==> config.mk <==
export PLATFORM = sky130hd
export DESIGN_NAME = memory_loader_unit
export DESIGN_NICKNAME = d
export VERILOG_FILES = /design/src/rtl/memory_loader_unit.sv
export SDC_FILE = /design/constraint.sdc
export NUM_CORES = 1
export LEC_CHECK = 0
export CAP_MARGIN = 20
export CORE_MARGIN = 8
export CORE_UTILIZATION = 43
export DETAILED_ROUTE_END_ITERATION = 8
export PLACE_DENSITY = 0.7
export SLEW_MARGIN = 20
export SYNTH_ARGS = -nofsm -noshare
export SYNTH_HDL_FRONTEND = slang
export SYNTH_SLANG_ARGS = --single-unit
==> constraint.sdc <==
create_clock -name clock -period 3.9 [get_ports clock]
set_clock_uncertainty 0.1 [all_clocks]
set_input_delay 0.39 -clock clock [delete_from_list [all_inputs] [get_ports clock]]
set_output_delay 0.39 -clock clock [all_outputs]
set_load 0.01 [all_outputs]
==> src/rtl/memory_loader_unit.sv <==
// Program-memory owner: an external loader streams words in while LOADING,
// then the CPU gets exclusive read/write access while RUNNING.
module memory_loader_unit #(
  parameter int WORD_SIZE     = 16,
  parameter int MEM_ADDR_SIZE = 5
) (
  input  logic                     clock,
  input  logic                     reset,
  input  logic [MEM_ADDR_SIZE-1:0] mem_address,
  input  logic [WORD_SIZE-1:0]     mem_write_data,
  input  logic                     mem_read,
  input  logic                     mem_write,
  output logic [WORD_SIZE-1:0]     mem_read_data,
  input  logic                     load_start,
  input  logic                     load_valid,
  input  logic [WORD_SIZE-1:0]     load_data,
  input  logic                     load_done,
  output logic                     load_ready,
  output logic                     cpu_enable,
  output logic [MEM_ADDR_SIZE:0]   load_count,
  output logic                     access_error
);

  localparam int DEPTH = 2 ** MEM_ADDR_SIZE;
  localparam logic [MEM_ADDR_SIZE:0] FULL_COUNT = {1'b1, {MEM_ADDR_SIZE{1'b0}}};
  localparam logic [MEM_ADDR_SIZE:0] LAST_COUNT = {1'b0, {MEM_ADDR_SIZE{1'b1}}};
  localparam logic [MEM_ADDR_SIZE:0] ONE_COUNT  = {{MEM_ADDR_SIZE{1'b0}}, 1'b1};

  typedef enum logic [1:0] {
    IDLE    = 2'd0,
    LOADING = 2'd1,
    RUNNING = 2'd2
  } state_t;

  state_t                   state_r;
  state_t                   next_state_s;
  logic [WORD_SIZE-1:0]     mem_r [0:DEPTH-1];
  logic [MEM_ADDR_SIZE:0]   load_count_r;
  logic                     access_error_r;
  logic                     cpu_enable_r;
  logic [WORD_SIZE-1:0]     read_data_s;
  logic                     start_s;
  logic                     accept_s;
  logic                     cpu_write_s;
  logic                     error_s;

  // Qualify strobes: load_start only acts outside LOADING, and a saturated count never accepts.
  always_comb begin
    start_s     = load_start && (state_r != LOADING);
    accept_s    = (state_r == LOADING) && load_valid && (load_count_r != FULL_COUNT);
    cpu_write_s = (state_r == RUNNING) && mem_write && !mem_read;
    if (state_r == RUNNING) begin
      error_s = mem_read && mem_write;
    end else begin
      error_s = mem_read || mem_write;
    end
  end

  // Next-state logic.
  always_comb begin
    next_state_s = state_r;
    case (state_r)
      IDLE: begin
        if (load_start) begin
          next_state_s = LOADING;
        end else begin
          next_state_s = IDLE;
        end
      end
      LOADING: begin
        if (load_done || (accept_s && (load_count_r == LAST_COUNT))) begin
          next_state_s = RUNNING;
        end else begin
          next_state_s = LOADING;
        end
      end
      RUNNING: begin
        if (load_start) begin
          next_state_s = LOADING;
        end else begin
          next_state_s = RUNNING;
        end
      end
      default: next_state_s = IDLE;
    endcase
  end

  // State register; cpu_enable is a flop tracking the RUNNING state.
  always_ff @(posedge clock or posedge reset) begin
    if (reset) begin
      state_r      <= IDLE;
      cpu_enable_r <= 1'b0;
    end else begin
      state_r      <= next_state_s;
      cpu_enable_r <= (next_state_s == RUNNING);
    end
  end

  // Load word counter and sticky access error flag.
  always_ff @(posedge clock or posedge reset) begin
    if (reset) begin
      load_count_r   <= {(MEM_ADDR_SIZE+1){1'b0}};
      access_error_r <= 1'b0;
    end else begin
      if (start_s) begin
        load_count_r <= {(MEM_ADDR_SIZE+1){1'b0}};
      end else if (accept_s) begin
        load_count_r <= load_count_r + ONE_COUNT;
      end
      if (start_s) begin
        access_error_r <= 1'b0;
      end else if (error_s) begin
        access_error_r <= 1'b1;
      end
    end
  end

  // Memory array is deliberately not reset; writes are gated by the async-reset state.
  always_ff @(posedge clock) begin
    if (accept_s) begin
      mem_r[load_count_r[MEM_ADDR_SIZE-1:0]] <= load_data;
    end else if (cpu_write_s) begin
      mem_r[mem_address] <= mem_write_data;
    end
  end

  // Combinational read port, returns pre-write contents during a same-cycle write.
  always_comb begin
    if ((state_r == RUNNING) && mem_read) begin
      read_data_s = mem_r[mem_address];
    end else begin
      read_data_s = {WORD_SIZE{1'b0}};
    end
  end

  assign mem_read_data = read_data_s;
  assign load_ready    = (state_r == LOADING);
  assign cpu_enable    = cpu_enable_r;
  assign load_count    = load_count_r;
  assign access_error  = access_error_r;

endmodule

==> results of run 1 <==
-- registers in the layout, indices dropped and copies added, names as in the netlist --
register / flops
access_error: 1
cpu_enable: 1
load_count: 6
mem_r: 512
state_r: 2
-- how the worst min path moves through the flow --
stage,from,to,slack (ns)
3_5_place_dp,access_error,access_error,0.42
6_report,reset,load_count[2],0.02
4_1_cts,reset,load_count[1],0.01
3_3_place_gp,access_error,access_error,0.43
2_1_floorplan,reset,access_error,0.13
5_1_grt,reset,load_count[0],0.06
-- routing by layer --
layer,routed length (µm),up-vias
met2,22000,485
met5,0,-
met3,4270,63
met4,1440,0
met1,19700,5373
li1,-,4344
-- layout make-up --
type	instances	area [µm²]
fillers	3683	23600
flip-flops and latches	522	15600
multi-input cells	386	4610
clock buffers	59	1310
repair buffers	139	1270
well taps	615	769
clock inverters	34	319
inverters	7	26.3
-- critical path, cell delays in order --
cell and delay (ns):
buf_6 0.40, buf_4 0.33, mux4_2 0.53, mux2i_1 0.52, a221o_1 0.26, a31oi_1 0.04, clkdlybuf4s50_1 0.50
-- cell families after synthesis --
| kind of cell | after synthesis | share of synthesized area [%] |
|---|---|---|
| DFF | 522 | 75.7 |
| muxes | 201 | 16.8 |
| adders and majority gates | 3 | 0.170 |
| and+or+nand+nor | 88 | 1.96 |
| AOI/OAI and AO/OA | 91 | 3.24 |
| buffers and inverters | 60 | 1.99 |
| xor gates and xnor gates | 3 | 0.127 |
-- cell usage after synthesis, types with 2 or more instances --
cell type / instances
mux4_1: 7
buf_4: 9
o21ai_1: 5
dfrtp_1: 10
a22oi_1: 16
o2111ai_1: 5
edfxtp_1: 512
a21oi_1: 5
mux2_1: 7
inv_1: 6
mux4_2: 105
nor2_1: 44
a221o_1: 16
clkbuf_1: 13
ha_1: 2
nor2b_1: 2
a221oi_1: 11
and2_1: 4
a31oi_1: 16
xnor2_1: 3
o21ai_0: 12
buf_12: 3
mux2_2: 12
buf_2: 16
mux2i_1: 70
nand2b_1: 6
nand2_1: 22
buf_6: 11
o22ai_1: 2
nand3b_1: 2
-- stage by stage --
step	util, %	std cells	power (mW)	hold WS [ns]	worst slack, ns
global placement	46.9	1669	7.25	0.426	0.351
global route	50.3	1762	12.3	0.0648	0.294
floorplan	-	968	6.90	0.130	1.16
detailed placement	46.9	1669	7.27	0.424	0.346
CTS	50.3	1762	12.0	0.0123	0.338
finish	50.3	1762	11.9	0.0210	0.361
-- power groups by stage --
stage | sequential (mW) | clock, mW | combinational [mW]
final | 6.30 | 4.78 | 0.843
after global placement | 6.42 | 0 | 0.827
after detailed placement | 6.42 | 0 | 0.845
after CTS | 6.30 | 4.84 | 0.850
after global routing | 6.31 | 5.05 | 0.895
after floorplan | 6.41 | 0 | 0.482
==> flow_summary.yaml, run 1 <==
pwr:
  combPwrFrac_pct: 7.1
  intPower_mw: 9.38
  peakVddDrop_mv: 0.326
  switching_power_mw: 2.55
  swShare_pct: 21.3
  pwr-share-clk_pct: 40.1
  p_per_area_mw_per_mm2: 499
  seqPwrFrac_pct: 52.8
  p_leak_nw: 7.70
place:
  io_buffers: 68
  place_congestion: 0.816
  place_area_mm2: 0.0223
  dpl.hpwl_um: 28900
cells_and_area:
  num_antenna_cells: 0
  layout_common_cells: "edfxtp_1 (512), mux4_2 (105), mux2i_1 (70), buf_4 (66), clkdlybuf4s50_1 (65)"
  nets: 1153
  stdcell_area_mm2: 0.0239
  final_common_cell: "edfxtp_1"
  area_delta_synth_final_pct: 16.0
  drive_above_1_share_pct: 22.8
cts:
  cts-buffers-inserted: 51
  clock_sinks: 522
  clk_latency_ns: 0.55
  cts_buffer_depth: 3
  clk_transition_reported_paths_ns: 0.07
  cts_resized: 0
  htree_levels: 2
  post-cts-setup-buffers: 0
  postCtsHoldBufs: 0
  clockRootBuffer: "clkbuf_16"
  cts_tree: "built"
min_path:
  hold_class: "in -> async"
timing:
  hold_viol: 0
  finalCriticalPeriod_ns: 3.54
  setup_violations: 0
  slew_violations: 0
  tns_ns: 0
  rsz0062_at_grt: "no"
  fmax_mhz: 283
  fin_crit_sh_pct: 90.7
  slew_headroom_pct: 37.9
  tightest_slew_ns: 0.930
worst_setup_path:
  r2r_setup_slack_ns: 1.10
  critPathLaunchType: "primary input"
  arrival_ns: 3.05
  crit_end: "mem_read_data[15]"
  critPathKind: "in -> out"
  reg2reg_to: "mem_r[11][15]"
  crit_required_ns: 3.41
  startpoint: "mem_address[1]"
  endpoint_kind: "primary output"
  critPathMaxFanout: 39
  r2r_cells: 6
  reg2reg_from: "state_r[0]"
global_route:
  grt_pass1_vias: 10400
  grt-ovfl-total: 0
  met2_usage_pct: 26.2
  grt_use_met1_pct: 23.5
  antenna_found_initial: 1
  use_met3_pct: 3.69
  grt_pass1_wl_um: 69600
  grt_max_degree: 56
  grt_usage_pct: 16.9
  busiest_layer: "met2"
detailed_routing:
  dr.pass1.iters: 5
  wirelength_um: 47400
  detail_route.wl_per_cell_um: 26.9
  postRouteAntennaNets: 0
  first_iter_violations: 1222
  via_per_inst: 5.83
  vias: 10300
  drc: 0
floorplan:
  dieArea_mm2: 0.0552
  fp.dieW_um: 235
  initial_core_util_pct: 43.4
  rows: 80
  ios: 69
  core-area_mm2: 0.0475
  chipHeight_um: 235
synthesis:
  ys.flop_type: "edfxtp_1"
  synthCells: 968
  yosysSeqAreaShare_pct: 75.7
  synthArstFlopShare_pct: 1.92
  avgSynthCellArea_um2: 21.3
  syn-num-nets: 1014
  synth_top_area_share_pct: 74.5
  yosys_warnings: 0
  yosysUniqueCellTypes: 44
  synthTopCellsByArea: "edfxtp_1 (75%), mux4_2 (11%), mux2i_1 (3.4%), dfrtp_1 (1.2%), mux4_1 (0.89%)"
  ys_ff_latch: 522
  yosysTopAreaCell: "edfxtp_1"
  syn_area_mm2: 0.0206
  synth-edff-count: 512
run_status:
  status: "complete, no violations"
job:
  maxCapViolations: 0
No activity file was read; power rests on OpenSTA's default activity.
==> run 2: changes to the inputs <==
--- a/config.mk
+++ b/config.mk
@@ -5,6 +5,7 @@
 export SDC_FILE = /design/constraint.sdc
 export NUM_CORES = 1
 export LEC_CHECK = 0
+export ABC_AREA = 1
 export CAP_MARGIN = 20
 export CORE_MARGIN = 8
 export CORE_UTILIZATION = 43
==> flow_summary.yaml, run 2 <==
run_status:
  status: "complete, no violations"
cts:
  clk_latency_ns: 0.59
  cts_buffer_depth: 3
  htree_levels: 2
  clock_sinks: 522
  clockRootBuffer: "clkbuf_16"
  cts_resized: 0
  cts-buffers-inserted: 50
  clk_transition_reported_paths_ns: 0.06
  cts_tree: "built"
floorplan:
  ios: 69
  fp.dieW_um: 241
  initial_core_util_pct: 43.6
  rows: 82
  core-area_mm2: 0.0502
  chipHeight_um: 241
  dieArea_mm2: 0.0583
synthesis:
  yosysSeqAreaShare_pct: 71.5
  synth_most_common_cell: "nand2_1"
  yosysUniqueCellTypes: 28
  yosys_warnings: 0
  synthTopCellsByArea: "edfxtp_1 (70%), nand2_1 (12%), nand3_1 (8.0%), nor2_1 (2.5%), buf_6 (1.3%)"
  syn_area_mm2: 0.0219
  avgSynthCellArea_um2: 11.3
  synth_top_area_share_pct: 70.3
  syn-num-nets: 1973
  ys.flop_type: "edfxtp_1"
  yosys-top-cells-count: "nand2_1 (699), edfxtp_1 (512), nand3_1 (348)"
  yosysTopAreaCell: "edfxtp_1"
  synth-edff-count: 512
  synthCells: 1927
  synthArstFlopShare_pct: 1.92
  ys_ff_latch: 522
detailed_routing:
  dr.pass1.iters: 5
  detail_route.wl_per_cell_um: 20.5
  wirelength_um: 55700
  via_per_inst: 5.46
  postRouteAntennaNets: 0
  drc: 0
  first_iter_violations: 1889
  vias: 14900
timing:
  fmax_mhz: 308
  rsz0062_at_grt: "no"
  hold_viol: 0
  slew_violations: 0
  slew_headroom_pct: 44.7
  tightest_slew_ns: 0.830
  tns_ns: 0
  setup_violations: 0
  finalCriticalPeriod_ns: 3.25
  fin_crit_sh_pct: 83.4
cells_and_area:
  fin_cells: 2722
  num_antenna_cells: 0
  largest_reg_flops: 512
  drive_above_1_share_pct: 8.59
  stdcell_area_mm2: 0.0249
  final_util_pct: 49.7
  final_common_cell: "nand2_1"
  regMostFlops: "mem_r"
  layout_common_cells: "nand2_1 (697), edfxtp_1 (512), nand3_1 (348), nor2_1 (145)"
  area_delta_synth_final_pct: 14.0
  nets: 2058
  fill_cells: 4271
place:
  dpl.hpwl_um: 31600
  place_congestion: 0.845
  io_buffers: 68
  place_inst: 2631
  place_area_mm2: 0.0234
global_route:
  antenna_found_initial: 5
  grt-ovfl-total: 0
  grt_max_degree: 80
  grt_usage_pct: 19.0
  grt_pass1_vias: 14700
  grt_pass1_wl_um: 84600
worst_setup_path:
  critPathLaunchType: "primary input"
  max_stage_delay_ns: 0.61
  path_buf_inv: 4
  critPathMaxFanout: 49
  worstPathCellList: "buf_4, inv_4, buf_12, o21ai_0, o21ai_0, nor2_1, nor2_1, nor2_1, nor2_1, clkdlybuf4s50_1"
  endpoint_kind: "primary output"
  crit_required_ns: 3.41
  arrival_ns: 2.76
  crit_top_cell: "nor2_1"
  critPathKind: "in -> out"
  critPathSlowestCell: "clkdlybuf4s50_1"
  path_delay_family: "buffers and inverters"
pwr:
  p_leak_nw: 9.07
  peakVddDrop_mv: 0.317
  total_power_mw: 12.0
  intPower_mw: 9.18
  swShare_pct: 23.3
  pwr-share-clk_pct: 38.5
  p_per_area_mw_per_mm2: 480
  switching_power_mw: 2.79
  combPwrFrac_pct: 8.7
  seqPwrFrac_pct: 52.8
min_path:
  hold_class: "in -> reg"
job:
  maxCapViolations: 0
==> run 2: changes by cell type after synthesis, moves of 11 or more <==
cell,previous run,this run
a22oi_1,16,0
nand2_1,22,699
nor2_1,44,145
mux2i_1,70,0
buf_2,16,55
a31oi_1,16,0
a221o_1,16,0
a221oi_1,11,0
buf_6,11,26
o21ai_0,12,44
nand3_1,1,348
mux4_2,105,0
mux2_2,12,0
==> run 2: cells by family (layout without fill, tap and decap cells) <==
kind of cell	after synthesis	count (layout)	synth area share, %
buffers and inverters	133	256	3.77
AO/OA/AOI/OAI	61	61	1.48
adder cells (fa/ha/maj)	2	2	0.114
XOR/XNOR	3	3	0.120
AND/OR/NAND/NOR	1206	1206	23.1
flip-flops	522	522	71.5
==> run 2: worst paths after layout <==
check | endpoint | cells past startpoint | slack, ns | from
worst max-delay path | mem_read_data[1] | 10 | 0.65 | mem_address[1]
worst min-delay path | state_r[0] | 3 | 0.34 | load_start
worst max register to register | mem_r[25][3] | 8 | 1.29 | load_count[0]
worst min register to register | state_r[0] | 3 | 0.44 | state_r[0]
max in group asynchronous | access_error | 3 | 2.89 | reset
min in group asynchronous | cpu_enable | 3 | 0.53 | reset
==> run 2: per-stage QoR <==
stage / worst slack, ns / hold WS [ns]
floorplan: 1.38 / 0.130
global placement: 0.697 / 0.427
detailed placement: 0.690 / 0.434
CTS: 0.676 / 0.318
global route: 0.525 / 0.391
finish: 0.648 / 0.340
==> run 2: timing repair <==
| item | 4_1_cts | 5_1_grt |
|---|---|---|
| setup endpoints to repair | 0 | 0 |
| hold endpoints to repair | 10 | 0 |
| hold buffers | 1 | 0 |
| setup buffers | 0 | 0 |
==> run 2: power by group through the flow <==
stage / logic, mW / clock network, mW / registers [mW]
floorplan: 0.614 / 0 / 6.44
global placement: 1.01 / 0 / 6.43
detailed placement: 1.03 / 0 / 6.43
CTS: 1.04 / 4.66 / 6.32
global route: 1.14 / 4.86 / 6.32
finish: 1.04 / 4.61 / 6.31
==> run 2: layout make-up <==
| type | instances | area, µm² | area share (%) |
|---|---|---|---|
| sequential | 522 | 15600 | 62.7 |
| tap | 672 | 841 | 3.37 |
| multi-input combinational | 1272 | 5420 | 21.8 |
| timing repair buffer | 145 | 1410 | 5.65 |
| clock inverter | 30 | 223 | 0.894 |
| clock buffer | 60 | 1310 | 5.26 |
| inverter | 21 | 87.6 | 0.352 |
==> run 2: routing by layer <==
layer | GRT usage, % | part of all wire [%]
met2 | 31.3 | 47
met3 | 4.13 | 9.3
met4 | 6.56 | 3.3
met1 | 24.8 | 40
met5 | 0 | 0.036
==> run 2: worst min-delay path, stage by stage <==
cell and delay [ns]:
clkdlybuf4s50_1 0.46, nand2_1 0.09, nand2_1 0.05
==> edit, RTL diff (settings of run 2) <==
The parameter `WORD_SIZE` goes from 16 to 32.
--- a/src/rtl/memory_loader_unit.sv
+++ b/src/rtl/memory_loader_unit.sv
@@ -2,5 +2,5 @@
 // then the CPU gets exclusive read/write access while RUNNING.
 module memory_loader_unit #(
-  parameter int WORD_SIZE     = 16,
+  parameter int WORD_SIZE     = 32,
   parameter int MEM_ADDR_SIZE = 5
 ) (
Ports: changed (resized load_data, mem_read_data and mem_write_data); port bits go from 69 to 117. No check against the original RTL was run, so the function may have changed too.
==> edit against run 2 <==
Cell count is 93% higher; sequential power up 100%; routed wire length is 110% higher; total power up 100%; clock power up 110%; synthesized area up 94%; sequential cell count rose by 512; setup slack worse by 0.21 ns; non-clock buffer count is 139 higher; design area is 98% higher.
==> edit: results (changes against run 2) <==
metric	value	unit	change
status	complete, no violations		
fin nets	3958		+92%
Async SR Flop Fraction	0.967	%	-0.95 points
vias in the first global route	28700		+96%
Yosys reg bits	1034		+98%
Post-synth top cells	1,371 x nand2_1, 1,024 x edfxtp_1, 695 x nand3_1, 248 x nor2_1, 99 x buf_2		
routed vias/inst	5.59		+2.5%
initial antenna violation count	1		-4
VDD IR max	437	uV	+38%
RePlAce Congestion	0.849		+0.38%
Critical Path Sink	mem_read_data[5]		
critical path fanouts, max	107		+120%
post-synthesis sequential area ratio	73.0	%	+1.6 points
DPL Wire Length	65100	um	+110%
met2 routed WL	54400	um	+110%
max reg flops	1024		+100%
total routing usage reported by global routing	21.3	%	+2.2 points
Placed Cells	5060		+92%
EDFF count, synth	1024		+100%
post-synth cell types	25		-11%
Sw Ratio	23.1	%	-0.24 points
Buffers on Ports	116		+71%
Layout Cells excl Fill	5243		+93%
leakage power	17.8	nW	+97%
DRT Pass-1 Iters	6		+1
fillers	8289		+94%
layout cells sized above 1	8.77	%	+0.19 points
Setup crit start	mem_address[0]		
post-synthesis area per instance	11.4	um2	+0.63%
r2r worst-path depth	9		+1
first-pass GRT wire length	176000	um	+110%
r2r setup slk	1.08	ns	-0.21 ns
H-tree depth	3		+1
CTS buffer count	104		+110%
largest net degree at the start of global routing	108		+35%
WL met1	46600	um	+110%
Syn Nets	3796		+92%
Max Used Layer	met4		
met3 wire len	12600	um	+140%
Area contributors post-synth	edfxtp_1 72%, nand2_1 12%, nand3_1 8.2%		
later-pin clock latency in the skew report	0.67	ns	+0.08 ns
worst slew pin tran	0.827	ns	-0.00242 ns
Reg-to-Reg End	mem_r[5][4]$_DFFE_PP_		
First DRT Iteration DRCs	3700		+96%
edit: power by group through the flow:
stage	sequential, mW	clock, mW	combinational, mW
after floorplan	12.8	0	1.11
after global placement	12.8	0	1.99
after detailed placement	12.8	0	2.02
after CTS	12.6	9.54	2.04
after global routing	12.6	9.96	2.22
final	12.6	9.46	2.06
edit: logic make-up after synthesis:
kind of cell / share of synthesized area, %
compound gates: 1.27
xor+xnor: 0.0413
fa+ha+maj: 0.0589
buf+inv: 2.95
flops: 73.0
simple gates: 22.7
edit: final cells by class:
cell class,count,area [um2],share of cell area (%)
Clock buffer,132,2790,5.65
Clock inverter,50,387,0.782
Multi-Input combinational cell,2434,10400,21.1
Sequential cell,1034,31000,62.7
Tap cell,1287,1610,3.26
Inverter,22,113,0.228
Timing Repair Buffer,284,3060,6.20
edit: worst min-delay path by stage:
| stage | from | to | slack, ns | depth (start not counted) |
|---|---|---|---|---|
| 2_1_floorplan | reset | access_error$_DFFE_PP0P_ | 0.13 | 1 |
| 3_3_place_gp | state_r[0]$_DFF_PP0_ | state_r[0]$_DFF_PP0_ | 0.42 | 3 |
| 3_5_place_dp | state_r[0]$_DFF_PP0_ | state_r[0]$_DFF_PP0_ | 0.42 | 3 |
| 4_1_cts | load_done | state_r[0]$_DFF_PP0_ | 0.20 | 4 |
| 5_1_grt | load_start | state_r[0]$_DFF_PP0_ | 0.24 | 3 |
| 6_report | load_done | state_r[0]$_DFF_PP0_ | 0.25 | 4 |
edit: critical path, cell delays in order:
cell and delay [ns]:
buf_8 0.20, inv_16 0.29, buf_12 0.34, nand2_1 0.09
nand3_1 0.07, nand3_1 0.09, nand2_1 0.08, nand2_1 0.05
nand2_1 0.08, nor2_1 0.09, nor2_1 0.34, clkdlybuf4s50_1 0.62
edit: layer usage:
layer | track usage, % | up-vias
met1 | 28.9 | 14100
met2 | 34.2 | 1739
met4 | 7.41 | 0
met3 | 4.05 | 274
met5 | 0 | -
li1 | - | 13200
edit: per-stage QoR:
| step | area, um2 | setup slack [ns] |
|---|---|---|
| after floorplan | 42500 | 0.646 |
| after global placement | 46200 | 0.515 |
| after detailed placement | 46200 | 0.526 |
| after CTS | 49400 | 0.482 |
| after global routing | 49400 | 0.302 |
| final | 49400 | 0.437 |
